**src/rtl/plic_claim_ctrl_if.sv**
```systemverilog
// -----------------------------------------------------------------------------
// plic_claim_ctrl_if
// Request/response bus between the claim controller and the PLIC target's
// claim/complete register.
//
// Signals (suffixes are from the controller's point of view):
//   mem_v_o          request valid
//   mem_w_o          1 = write (complete), 0 = read (claim)
//   mem_addr_o       byte address of the claim/complete register
//   mem_data_o       write data (claimed ID, zero-extended)
//   mem_ready_i      request accepted when mem_v_o & mem_ready_i
//   mem_resp_v_i     one response per accepted request
//   mem_resp_data_i  read data
//
// Modports: master = controller, slave = bus / PLIC side.
// -----------------------------------------------------------------------------
interface plic_claim_ctrl_if;
    logic        mem_v_o;
    logic        mem_w_o;
    logic [31:0] mem_addr_o;
    logic [31:0] mem_data_o;
    logic        mem_ready_i;
    logic        mem_resp_v_i;
    logic [31:0] mem_resp_data_i;

    modport master (
        output mem_v_o,
        output mem_w_o,
        output mem_addr_o,
        output mem_data_o,
        input  mem_ready_i,
        input  mem_resp_v_i,
        input  mem_resp_data_i
    );

    modport slave (
        input  mem_v_o,
        input  mem_w_o,
        input  mem_addr_o,
        input  mem_data_o,
        output mem_ready_i,
        output mem_resp_v_i,
        output mem_resp_data_i
    );
endinterface

```
**src/rtl/plic_claim_ctrl.sv**
```systemverilog
// -----------------------------------------------------------------------------
// plic_claim_ctrl
// Services a PLIC target: on a level interrupt it reads the claim/complete
// register to claim an ID, presents that ID to the core, and once the core is
// done writes the same ID back to complete it. After a complete, a short
// holdoff keeps the still-high irq_i (the PLIC needs a moment to drop it) from
// starting a redundant claim.
//
// Ports:
//   clk_i        sole clock, rising edge
//   reset_i      synchronous, active-high reset
//   irq_i        level interrupt notification from the PLIC target
//   mem          claim/complete bus (plic_claim_ctrl_if.master)
//   intr_v_o     claimed interrupt presented to the core
//   intr_id_o    claimed ID, valid while intr_v_o
//   intr_done_i  core finished its handler (sampled only while intr_v_o)
//   spurious_o   one-cycle pulse: claim returned no usable ID
//   err_o        one-cycle pulse: response timeout
//
// Build option: PLIC_CLAIM_TIMEOUT_EN adds a response timeout of TimeoutCycles
// cycles in both response states. Without it err_o is tied low and the
// response states wait indefinitely.
//
// The address bus is a constant (CcAddr); only mem_v_o qualifies it.
//
// state      | meaning
// -----------+--------------------------------------------------------------
// IDLE       | waiting for irq_i with holdoff expired
// CLAIM_REQ  | read request to the claim register on the bus
// CLAIM_RESP | waiting for the claim read data
// ACTIVE     | ID presented to the core, waiting for intr_done_i
// CMPL_REQ   | write request of the claimed ID (complete)
// CMPL_RESP  | waiting for the complete write response
// -----------------------------------------------------------------------------
module plic_claim_ctrl #(
    parameter int          NumSrc        = 32,
    parameter logic [31:0] CcAddr        = 32'h0020_0004,
    parameter int          HoldoffCycles = 2,
    parameter int          TimeoutCycles = 255,
    localparam int         SRCW          = $clog2(NumSrc)
) (
    input  logic                clk_i,
    input  logic                reset_i,
    input  logic                irq_i,
    plic_claim_ctrl_if.master   mem,
    output logic                intr_v_o,
    output logic [SRCW-1:0]     intr_id_o,
    input  logic                intr_done_i,
    output logic                spurious_o,
    output logic                err_o
);

    typedef enum logic [2:0] {
        IDLE       = 3'd0,
        CLAIM_REQ  = 3'd1,
        CLAIM_RESP = 3'd2,
        ACTIVE     = 3'd3,
        CMPL_REQ   = 3'd4,
        CMPL_RESP  = 3'd5
    } state_t;

    // A holdoff of 0 would let a stale irq_i re-claim immediately.
    localparam int HoldoffEff = (HoldoffCycles < 1) ? 1 : HoldoffCycles;
    localparam int HoW        = $clog2(HoldoffEff + 1);
    localparam logic [HoW-1:0] HoldoffLoad = HoW'(HoldoffEff);

    // Bits of the response word that may carry an ID; anything outside this
    // mask makes the claim unusable.
    localparam logic [31:0] IdMask = (32'd1 << SRCW) - 32'd1;

    state_t            state_q;
    state_t            state_d;
    logic [HoW-1:0]    holdoff_q;
    logic [SRCW-1:0]   id_q;
    logic              spurious_q;

    logic              hold_load;
    logic              id_latch;
    logic              spur_d;

    logic [SRCW-1:0]   resp_id;
    logic              resp_bad;

    assign resp_id  = mem.mem_resp_data_i[SRCW-1:0];
    assign resp_bad = (resp_id == '0) || ((mem.mem_resp_data_i & ~IdMask) != 32'd0);

`ifdef PLIC_CLAIM_TIMEOUT_EN
    localparam int TmoEff = (TimeoutCycles < 1) ? 1 : TimeoutCycles;
    localparam int TmW    = $clog2(TmoEff + 1);
    localparam logic [TmW-1:0] TmoLoad = TmW'(TmoEff);

    logic [TmW-1:0]    tmo_cnt_q;
    logic              tmo_expire;
    logic              err_q;
    logic              err_d;
    logic              in_resp;

    assign in_resp    = (state_q == CLAIM_RESP) || (state_q == CMPL_RESP);
    // Counter holds TimeoutCycles on entry; the last waiting cycle sees 1.
    assign tmo_expire = in_resp && (tmo_cnt_q == TmW'(1));

    always_ff @(posedge clk_i) begin
        if (reset_i) begin
            tmo_cnt_q <= '0;
            err_q     <= 1'b0;
        end else begin
            err_q <= err_d;
            if (!in_resp) begin
                tmo_cnt_q <= TmoLoad;
            end else if (tmo_cnt_q != '0) begin
                tmo_cnt_q <= tmo_cnt_q - TmW'(1);
            end
        end
    end

    assign err_o = err_q;
`else
    assign err_o = 1'b0;
`endif

    // State and datapath registers
    always_ff @(posedge clk_i) begin
        if (reset_i) begin
            state_q    <= IDLE;
            holdoff_q  <= '0;
            id_q       <= '0;
            spurious_q <= 1'b0;
        end else begin
            state_q    <= state_d;
            spurious_q <= spur_d;
            if (id_latch) begin
                id_q <= resp_id;
            end
            if (hold_load) begin
                holdoff_q <= HoldoffLoad;
            end else if ((state_q == IDLE) && (holdoff_q != '0)) begin
                holdoff_q <= holdoff_q - HoW'(1);
            end
        end
    end

    // Next-state logic
    always_comb begin
        state_d   = state_q;
        hold_load = 1'b0;
        id_latch  = 1'b0;
        spur_d    = 1'b0;
`ifdef PLIC_CLAIM_TIMEOUT_EN
        err_d     = 1'b0;
`endif
        unique case (state_q)
            IDLE: begin
                if (irq_i && (holdoff_q == '0)) begin
                    state_d = CLAIM_REQ;
                end
            end
            CLAIM_REQ: begin
                if (mem.mem_ready_i) begin
                    state_d = CLAIM_RESP;
                end
            end
            CLAIM_RESP: begin
                if (mem.mem_resp_v_i) begin
                    if (resp_bad) begin
                        spur_d  = 1'b1;
                        state_d = IDLE;
                    end else begin
                        id_latch = 1'b1;
                        state_d  = ACTIVE;
                    end
                end
`ifdef PLIC_CLAIM_TIMEOUT_EN
                else if (tmo_expire) begin
                    err_d     = 1'b1;
                    hold_load = 1'b1;
                    state_d   = IDLE;
                end
`endif
            end
            ACTIVE: begin
                if (intr_done_i) begin
                    state_d = CMPL_REQ;
                end
            end
            CMPL_REQ: begin
                if (mem.mem_ready_i) begin
                    state_d = CMPL_RESP;
                end
            end
            CMPL_RESP: begin
                if (mem.mem_resp_v_i) begin
                    hold_load = 1'b1;
                    state_d   = IDLE;
                end
`ifdef PLIC_CLAIM_TIMEOUT_EN
                else if (tmo_expire) begin
                    err_d     = 1'b1;
                    hold_load = 1'b1;
                    state_d   = IDLE;
                end
`endif
            end
            default: begin
                state_d = IDLE;
            end
        endcase
    end

    // Outputs are decoded from the state register only, so request fields
    // cannot move while a request is stalled.
    always_comb begin
        mem.mem_v_o    = 1'b0;
        mem.mem_w_o    = 1'b0;
        mem.mem_addr_o = CcAddr;
        mem.mem_data_o = 32'd0;
        intr_v_o       = 1'b0;
        unique case (state_q)
            CLAIM_REQ: begin
                mem.mem_v_o = 1'b1;
            end
            CMPL_REQ: begin
                mem.mem_v_o    = 1'b1;
                mem.mem_w_o    = 1'b1;
                mem.mem_data_o = 32'(id_q);
            end
            ACTIVE: begin
                intr_v_o = 1'b1;
            end
            default: begin
            end
        endcase
    end

    assign intr_id_o  = id_q;
    assign spurious_o = spurious_q;

endmodule
```
**src/flat_wrapper.sv**
```systemverilog
// flat-port wrapper written by rule: the top's interface ports become plain ports
module plic_claim_ctrl_flat 
#(
    parameter int          NumSrc        = 32,
    parameter logic [31:0] CcAddr        = 32'h0020_0004,
    parameter int          HoldoffCycles = 2,
    parameter int          TimeoutCycles = 255,
    localparam int         SRCW          = $clog2(NumSrc)
)
  (clk_i, reset_i, irq_i, intr_v_o, intr_id_o, intr_done_i, spurious_o, err_o, mem_mem_v_o, mem_mem_w_o, mem_mem_addr_o, mem_mem_data_o, mem_mem_ready_i, mem_mem_resp_v_i, mem_mem_resp_data_i);
  plic_claim_ctrl_if mem_i ();
  input  logic clk_i;
  input  logic reset_i;
  input  logic irq_i;
  output logic intr_v_o;
  output logic [SRCW-1:0] intr_id_o;
  input  logic intr_done_i;
  output logic spurious_o;
  output logic err_o;
  output wire logic [$bits(mem_i.mem_v_o)-1:0] mem_mem_v_o;
  output wire logic [$bits(mem_i.mem_w_o)-1:0] mem_mem_w_o;
  output wire logic [$bits(mem_i.mem_addr_o)-1:0] mem_mem_addr_o;
  output wire logic [$bits(mem_i.mem_data_o)-1:0] mem_mem_data_o;
  input wire logic [$bits(mem_i.mem_ready_i)-1:0] mem_mem_ready_i;
  input wire logic [$bits(mem_i.mem_resp_v_i)-1:0] mem_mem_resp_v_i;
  input wire logic [$bits(mem_i.mem_resp_data_i)-1:0] mem_mem_resp_data_i;
  assign mem_mem_v_o = mem_i.mem_v_o;
  assign mem_mem_w_o = mem_i.mem_w_o;
  assign mem_mem_addr_o = mem_i.mem_addr_o;
  assign mem_mem_data_o = mem_i.mem_data_o;
  assign mem_i.mem_ready_i = mem_mem_ready_i;
  assign mem_i.mem_resp_v_i = mem_mem_resp_v_i;
  assign mem_i.mem_resp_data_i = mem_mem_resp_data_i;
  plic_claim_ctrl #(.NumSrc(NumSrc), .CcAddr(CcAddr), .HoldoffCycles(HoldoffCycles), .TimeoutCycles(TimeoutCycles)) u_core (.clk_i(clk_i), .reset_i(reset_i), .irq_i(irq_i), .mem(mem_i), .intr_v_o(intr_v_o), .intr_id_o(intr_id_o), .intr_done_i(intr_done_i), .spurious_o(spurious_o), .err_o(err_o));
endmodule
```
**config.mk**
```make
export PLATFORM = sky130hd
export DESIGN_NAME = plic_claim_ctrl_flat
export DESIGN_NICKNAME = d
export VERILOG_FILES = /design/src/rtl/plic_claim_ctrl_if.sv /design/src/rtl/plic_claim_ctrl.sv /design/src/flat_wrapper.sv
export SDC_FILE = /design/constraint.sdc
export NUM_CORES = 1
export LEC_CHECK = 0
export CAP_MARGIN = 10
export CORE_MARGIN = 3
export CORE_UTILIZATION = 29
export DETAILED_ROUTE_END_ITERATION = 10
export PLACE_DENSITY = 0.78
export SLEW_MARGIN = 5
export SYNTH_ARGS = -nofsm -noshare
export SYNTH_HDL_FRONTEND = slang
export SYNTH_SLANG_ARGS = --single-unit
export TNS_END_PERCENT = 50
```
**constraint.sdc**
```tcl
create_clock -name clk_i -period 1.6 [get_ports clk_i]
set_clock_uncertainty 0.2 [all_clocks]
set_input_delay 0.16 -clock clk_i [delete_from_list [all_inputs] [get_ports clk_i]]
set_output_delay 0.16 -clock clk_i [all_outputs]
set_load 0.01 [all_outputs]
```
==> impl_metrics.env, run 1 <==
export IMPL_outcome="complete, but fails checks"
export IMPL_violations="setup timing"
export IMPL_numCtsBuffers=3
export IMPL_min_period_ns=1.73
export IMPL_timing_fmax_ghz=0.577
export IMPL_placed_cells=263
export IMPL_ant_nets=0
export IMPL_drv_slew=0
export IMPL_hold_viol=0
export IMPL_antenna_found_initial=0
export IMPL_clk_latency_ns=0.24
export IMPL_drv_cap=0
export IMPL_die_h_um=72.5
export IMPL_drt_initial_drc_count=17
export IMPL_synth_top_area_share=0.351
export IMPL_diodes=0
export IMPL_cts_buffer_depth=2
export IMPL_synth_edf_count=0
export IMPL_grt_pass1_vias=962
export IMPL_synth_flop_cell="dfxtp_1"
export IMPL_power_density_nw_per_um2=705
export IMPL_via_per_inst=4.02
export IMPL_yosysMostFrequentCell="buf_4"
export IMPL_cp_data_required_time_ns=1.57
export IMPL_cts_tree="done"
export IMPL_row_count=23
export IMPL_synthCells=151
export IMPL_yosysUniqueCellTypes=42
export IMPL_wire_per_inst_um=10.4
export IMPL_rsz0062_at_grt="true"
export IMPL_htreeDepth=1
export IMPL_async_reset_ff_frac=0
export IMPL_grt_overflow=0
export IMPL_vias=1068
export IMPL_startpoint_type="register"
export IMPL_stdcell_count=266
export IMPL_first_pass_iters=3
export IMPL_core_area_um2=4140
export IMPL_ios=112
export IMPL_finalSetupViolations=12
export IMPL_clock_sinks=11
export IMPL_cp_arrival_ns=1.70
export IMPL_synth_area_um2=1280
export IMPL_die_area_um2=5260
export IMPL_yosys_top_cells_count="buf_4, dfxtp_1, nand2b_1"
export IMPL_worstSetupEndpointType="register"
export IMPL_synth_area_leaders="buf_4, dfxtp_1, nor4_2"
export IMPL_start_util=0.309
export IMPL_grt_pass1_wl_um=4200
export IMPL_critPathMaxFanout=3
export IMPL_synth_largest_area_cell="buf_4"
export IMPL_grt_start_max_net_pins=16
export IMPL_criticalPathCategory="reg -> reg"
export IMPL_hp_class="in -> reg"
export IMPL_final_setup_worst_slack_ns=-0.134
export IMPL_cts_root_buffer="clkbuf_8"
export IMPL_syn_avg_cell_area_um2=8.49
export IMPL_routed_wl_um=2770
export IMPL_vdd_drop_max_mv=0.304
export IMPL_yosys_warnings=0
export IMPL_syn2layout_area_growth_pct=42.5
export IMPL_nets=256
export IMPL_ys_ff_latch=11
export IMPL_path_clk_slew_ns=0.05
export IMPL_holdBufCountCts=0
export IMPL_drive_gt1_frac=0.227
export IMPL_yosysSeqAreaShare=0.172
export IMPL_port_buffers=51
export IMPL_fp_dieW_um=72.5
export IMPL_total_power_uw=1290
export IMPL_track_usage=0.101
export IMPL_place_congestion=0.806
export IMPL_power_leakage_uw=0.000744
export IMPL_hpwl_um=2440
export IMPL_drc=0
export IMPL_finalCritPeriodShare=1.08
worst max-delay path, stage by stage, from the launching register on:
cell	delay (ns)
dfxtp_2	0.33
buf_6	0.12
and4bb_2	0.33
nand4_1	0.11
buf_4	0.17
nor3_4	0.20
mux2i_1	0.20
logic make-up (layout without fill, tap and decap cells):
| kind of cell | count (synthesis) | count (layout) | synth area share |
|---|---|---|---|
| other cells | 2 | 60 | 0.00586 |
| flops | 11 | 11 | 0.172 |
| buf+inv | 66 | 73 | 0.377 |
| mux | 4 | 4 | 0.0312 |
| compound gates | 16 | 16 | 0.0898 |
| fa+ha+maj | 1 | 1 | 0.00975 |
| xor+xnor | 2 | 2 | 0.0137 |
| simple gates | 49 | 49 | 0.301 |
through the flow:
stage | util | hold slack [ns] | worst slack, ns | instance area, µm² | TNS, ns
floorplan | - | 0.0960 | 0.0000200 | 1510 | 0
global placement | 0.421 | 0.283 | -0.381 | 1740 | -3.76
detailed placement | 0.421 | 0.284 | -0.415 | 1740 | -4.04
CTS | 0.434 | 0.288 | -0.165 | 1800 | -1.32
global route | 0.441 | 0.306 | -0.236 | 1830 | -2.24
finish | 0.441 | 0.291 | -0.134 | 1830 | -1.04
path summary, 6_finish.rpt:
path / startpoint / to / slack (ns) / cells past startpoint
min reg2reg: u_core.intr_id_o[0]$_SDFFE_PP0P_ / u_core.intr_id_o[0]$_SDFFE_PP0P_ / 0.29 / 2
max reg2reg: u_core.state_q[2]$_SDFFE_PP0P_ / u_core.intr_id_o[1]$_SDFFE_PP0P_ / -0.13 / 6
max: u_core.state_q[2]$_SDFFE_PP0P_ / u_core.intr_id_o[1]$_SDFFE_PP0P_ / -0.13 / 6
min: intr_done_i / u_core.state_q[2]$_SDFFE_PP0P_ / 0.29 / 3
placed cells by master (no fill, tap or decap), types with 2 or more instances in the layout:
cell             instances
o221ai_2                 2
a21oi_1                  4
o2111ai_1                2
clkbuf_8                 3
inv_1                    2
nor4_2                   3
buf_6                    2
and2_1                   5
conb_1                  60
buf_4                   13
nor3_1                   2
nand2_1                  4
buf_2                    2
dfxtp_1                  9
nor4_1                   2
clkdlybuf4s50_1         43
nand2b_1                 7
nor4_4                   2
clkdlybuf4s15_2          4
clkbuf_2                 2
nand4_1                  4
mux2i_1                  4
xnor2_1                  2
o31ai_1                  2
nand3b_1                 2
report_power, final:
group | switching [µW] | internal [µW]
Sequential | 35.3 | 315
Clock | 104 | 175
Combinational | 322 | 338
Total | 461 | 827
routing by layer:
metal  vias to the layer above  track usage  wire length (µm)
met2                        67        0.181              1420
met1                       462        0.117              1000
li1                        536            -                 -
met5                         -            0                 0
met3                         3       0.0222               316
met4                         0       0.0369                30
flip-flops by register name, summed over array words and instances, names as in the netlist:
register           count
u_core.holdoff_q       2
u_core.intr_id_o       5
u_core.spurious_o      1
u_core.state_q         3
area by class of cell:
| class | count | area, µm² |
|---|---|---|
| clock buffers | 4 | 45.0 |
| repair buffers | 67 | 636 |
| flip-flops and latches | 11 | 225 |
| well taps | 50 | 62.6 |
| multi-input cells | 132 | 852 |
| inverters | 2 | 7.51 |
| fillers | 433 | 2320 |
what timing repair did:
action                                 CTS  global route
pin swaps                                0             1
setup buffers                            0             0
gates resized for setup                 31             9
endpoints found under the hold margin    0             0
setup endpoints to repair               16            15
Power figures use the tool's default switching activity.
==> inputs of run 2 (changes only) <==
--- a/config.mk
+++ b/config.mk
@@ -5,12 +5,11 @@
 export SDC_FILE = /design/constraint.sdc
 export NUM_CORES = 1
 export LEC_CHECK = 0
-export CAP_MARGIN = 10
+export CORE_ASPECT_RATIO = 1.25
 export CORE_MARGIN = 3
 export CORE_UTILIZATION = 29
 export DETAILED_ROUTE_END_ITERATION = 10
 export PLACE_DENSITY = 0.78
-export SLEW_MARGIN = 5
 export SYNTH_ARGS = -nofsm -noshare
 export SYNTH_HDL_FRONTEND = slang
 export SYNTH_SLANG_ARGS = --single-unit
==> impl_metrics.env, run 2 (synthesized netlist as in run 1, its figures left out) <==
export IMPL_outcome="complete, but fails checks"
export IMPL_violations="setup timing"
export IMPL_hold_viol=0
export IMPL_first_pass_iters=4
export IMPL_layout_commonest_cell="conb_1"
export IMPL_startpoint_type="register"
export IMPL_endpoint="u_core.state_q[0]$_SDFFE_PP0P_"
export IMPL_timing_hold_ws_ns=0.240
export IMPL_r2r_end="u_core.state_q[0]$_SDFFE_PP0P_"
export IMPL_largest_reg_flops=5
export IMPL_finalCritPeriodShare=1.07
export IMPL_antenna_found_initial=0
export IMPL_holdBufCountCts=0
export IMPL_ios=112
export IMPL_core_area_um2=4160
export IMPL_path_clk_slew_ns=0.05
export IMPL_cts_tree="done"
export IMPL_layout_common_cells="conb_1, clkdlybuf4s50_1, buf_4"
export IMPL_grt_pass1_wl_um=4690
export IMPL_grt_start_max_net_pins=16
export IMPL_cts_buffer_depth=2
export IMPL_postLayoutCellArea_um2=1950
export IMPL_regToRegSetupSlack_ns=-0.12
export IMPL_track_usage=0.115
export IMPL_grt_overflow=0
export IMPL_die_h_um=80.4
export IMPL_place_congestion=0.788
export IMPL_finalSetupViolations=9
export IMPL_met2WireLength_um=1680
export IMPL_routed_wl_um=3170
export IMPL_htreeDepth=1
export IMPL_diodes=0
export IMPL_min_period_ns=1.72
export IMPL_criticalPathCategory="reg -> reg"
export IMPL_dr_max_layer_used="met4"
export IMPL_ant_nets=0
export IMPL_drv_cap=0
export IMPL_numCtsBuffers=3
export IMPL_vias=1158
export IMPL_drive_gt1_frac=0.272
export IMPL_drc=0
export IMPL_clk_latency_ns=0.24
export IMPL_port_buffers=51
export IMPL_worstSetupEndpointType="register"
export IMPL_finalSetupTns_ns=-0.685
export IMPL_cts_root_buffer="clkbuf_8"
export IMPL_cp_arrival_ns=1.67
export IMPL_reg2reg_depth=5
export IMPL_total_power_uw=1300
export IMPL_critPathMaxFanout=9
export IMPL_grt_pass1_vias=1117
export IMPL_utilization=0.468
export IMPL_start_util=0.308
export IMPL_fillCellCount=412
export IMPL_timing_fmax_ghz=0.582
export IMPL_fp_dieW_um=65.5
export IMPL_syn2layout_area_growth_pct=52.0
export IMPL_power_density_nw_per_um2=667
export IMPL_row_count=26
export IMPL_die_area_um2=5260
export IMPL_wire_per_inst_um=11.3
export IMPL_hpwl_um=2580
export IMPL_cp_data_required_time_ns=1.56
export IMPL_rr_startpoint="u_core.state_q[1]$_SDFFE_PP0P_"
export IMPL_drv_slew=0
export IMPL_final_setup_worst_slack_ns=-0.118
export IMPL_cp_startpoint="u_core.state_q[1]$_SDFFE_PP0P_"
export IMPL_vdd_drop_max_mv=0.284
export IMPL_nets=264
export IMPL_dr_wl_met3_um=371
export IMPL_clock_sinks=11
export IMPL_drt_initial_drc_count=33
export IMPL_placed_cell_area_um2=1720
export IMPL_rsz0062_at_grt="true"
export IMPL_met1Wirelength_um=1080
export IMPL_via_per_inst=4.14
export IMPL_power_leakage_uw=0.000928
export IMPL_hp_class="in -> reg"
run 2: final cells by class:
class / count / area, µm² / area share
clock buffers: 3 / 41.3 / 0.0212
repair buffers: 75 / 747 / 0.383
flip-flops and latches: 11 / 224 / 0.115
well taps: 56 / 70.1 / 0.0359
clock inverters: 1 / 5.00 / 0.00257
inverters: 2 / 7.51 / 0.00385
multi-input cells: 132 / 855 / 0.438
run 2: timing repair:
action | 4_1_cts | 5_1_grt
setup endpoints to repair | 16 | 18
gates cloned | 0 | 0
gates resized for setup | 25 | 43
pin swaps | 2 | 8
buffers inserted | 2 | 7
run 2: per-stage QoR:
step,setup WS (ns),std cells
floorplan,0.0000200,209
detailed placement,-0.414,267
CTS,-0.180,273
finish,-0.118,280
global placement,-0.375,267
global route,-0.232,280
run 2: where the power goes:
part | switching [µW] | internal [µW] | total [µW] | leakage (µW)
logic | 325 | 347 | 672 | 0.000812
registers | 29.8 | 313 | 342 | 0.0000906
clock network | 115 | 172 | 287 | 0.0000255
total | 470 | 831 | 1300 | 0.000928
run 2: worst max-delay path, cell delays in order, from the launching register on:
cell      delay (ns)
dfxtp_2         0.35
buf_6           0.12
buf_6           0.12
or4b_4          0.50
o211a_1         0.18
o221ai_1        0.15
run 2: worst min path at each step:
stage                                                 from                          endpoint  depth (start not counted)
after global placement    u_core.intr_id_o[1]$_SDFFE_PP0P_  u_core.intr_id_o[1]$_SDFFE_PP0P_                          2
after detailed placement  u_core.intr_id_o[1]$_SDFFE_PP0P_  u_core.intr_id_o[1]$_SDFFE_PP0P_                          2
after global routing               mem_mem_resp_data_i[16]  u_core.intr_id_o[2]$_SDFFE_PP0P_                          5
after CTS                 u_core.intr_id_o[0]$_SDFFE_PP0P_  u_core.intr_id_o[0]$_SDFFE_PP0P_                          2
final                              mem_mem_resp_data_i[15]  u_core.intr_id_o[2]$_SDFFE_PP0P_                          5
after floorplan                                intr_done_i    u_core.state_q[2]$_SDFFE_PP0P_                          2
run 2: layer usage:
layer  vias to the layer above  track usage
li1                        556            -
met2                        86        0.225
met1                       511        0.113
met3                         5       0.0252
met5                         -            0
met4                         0       0.0498
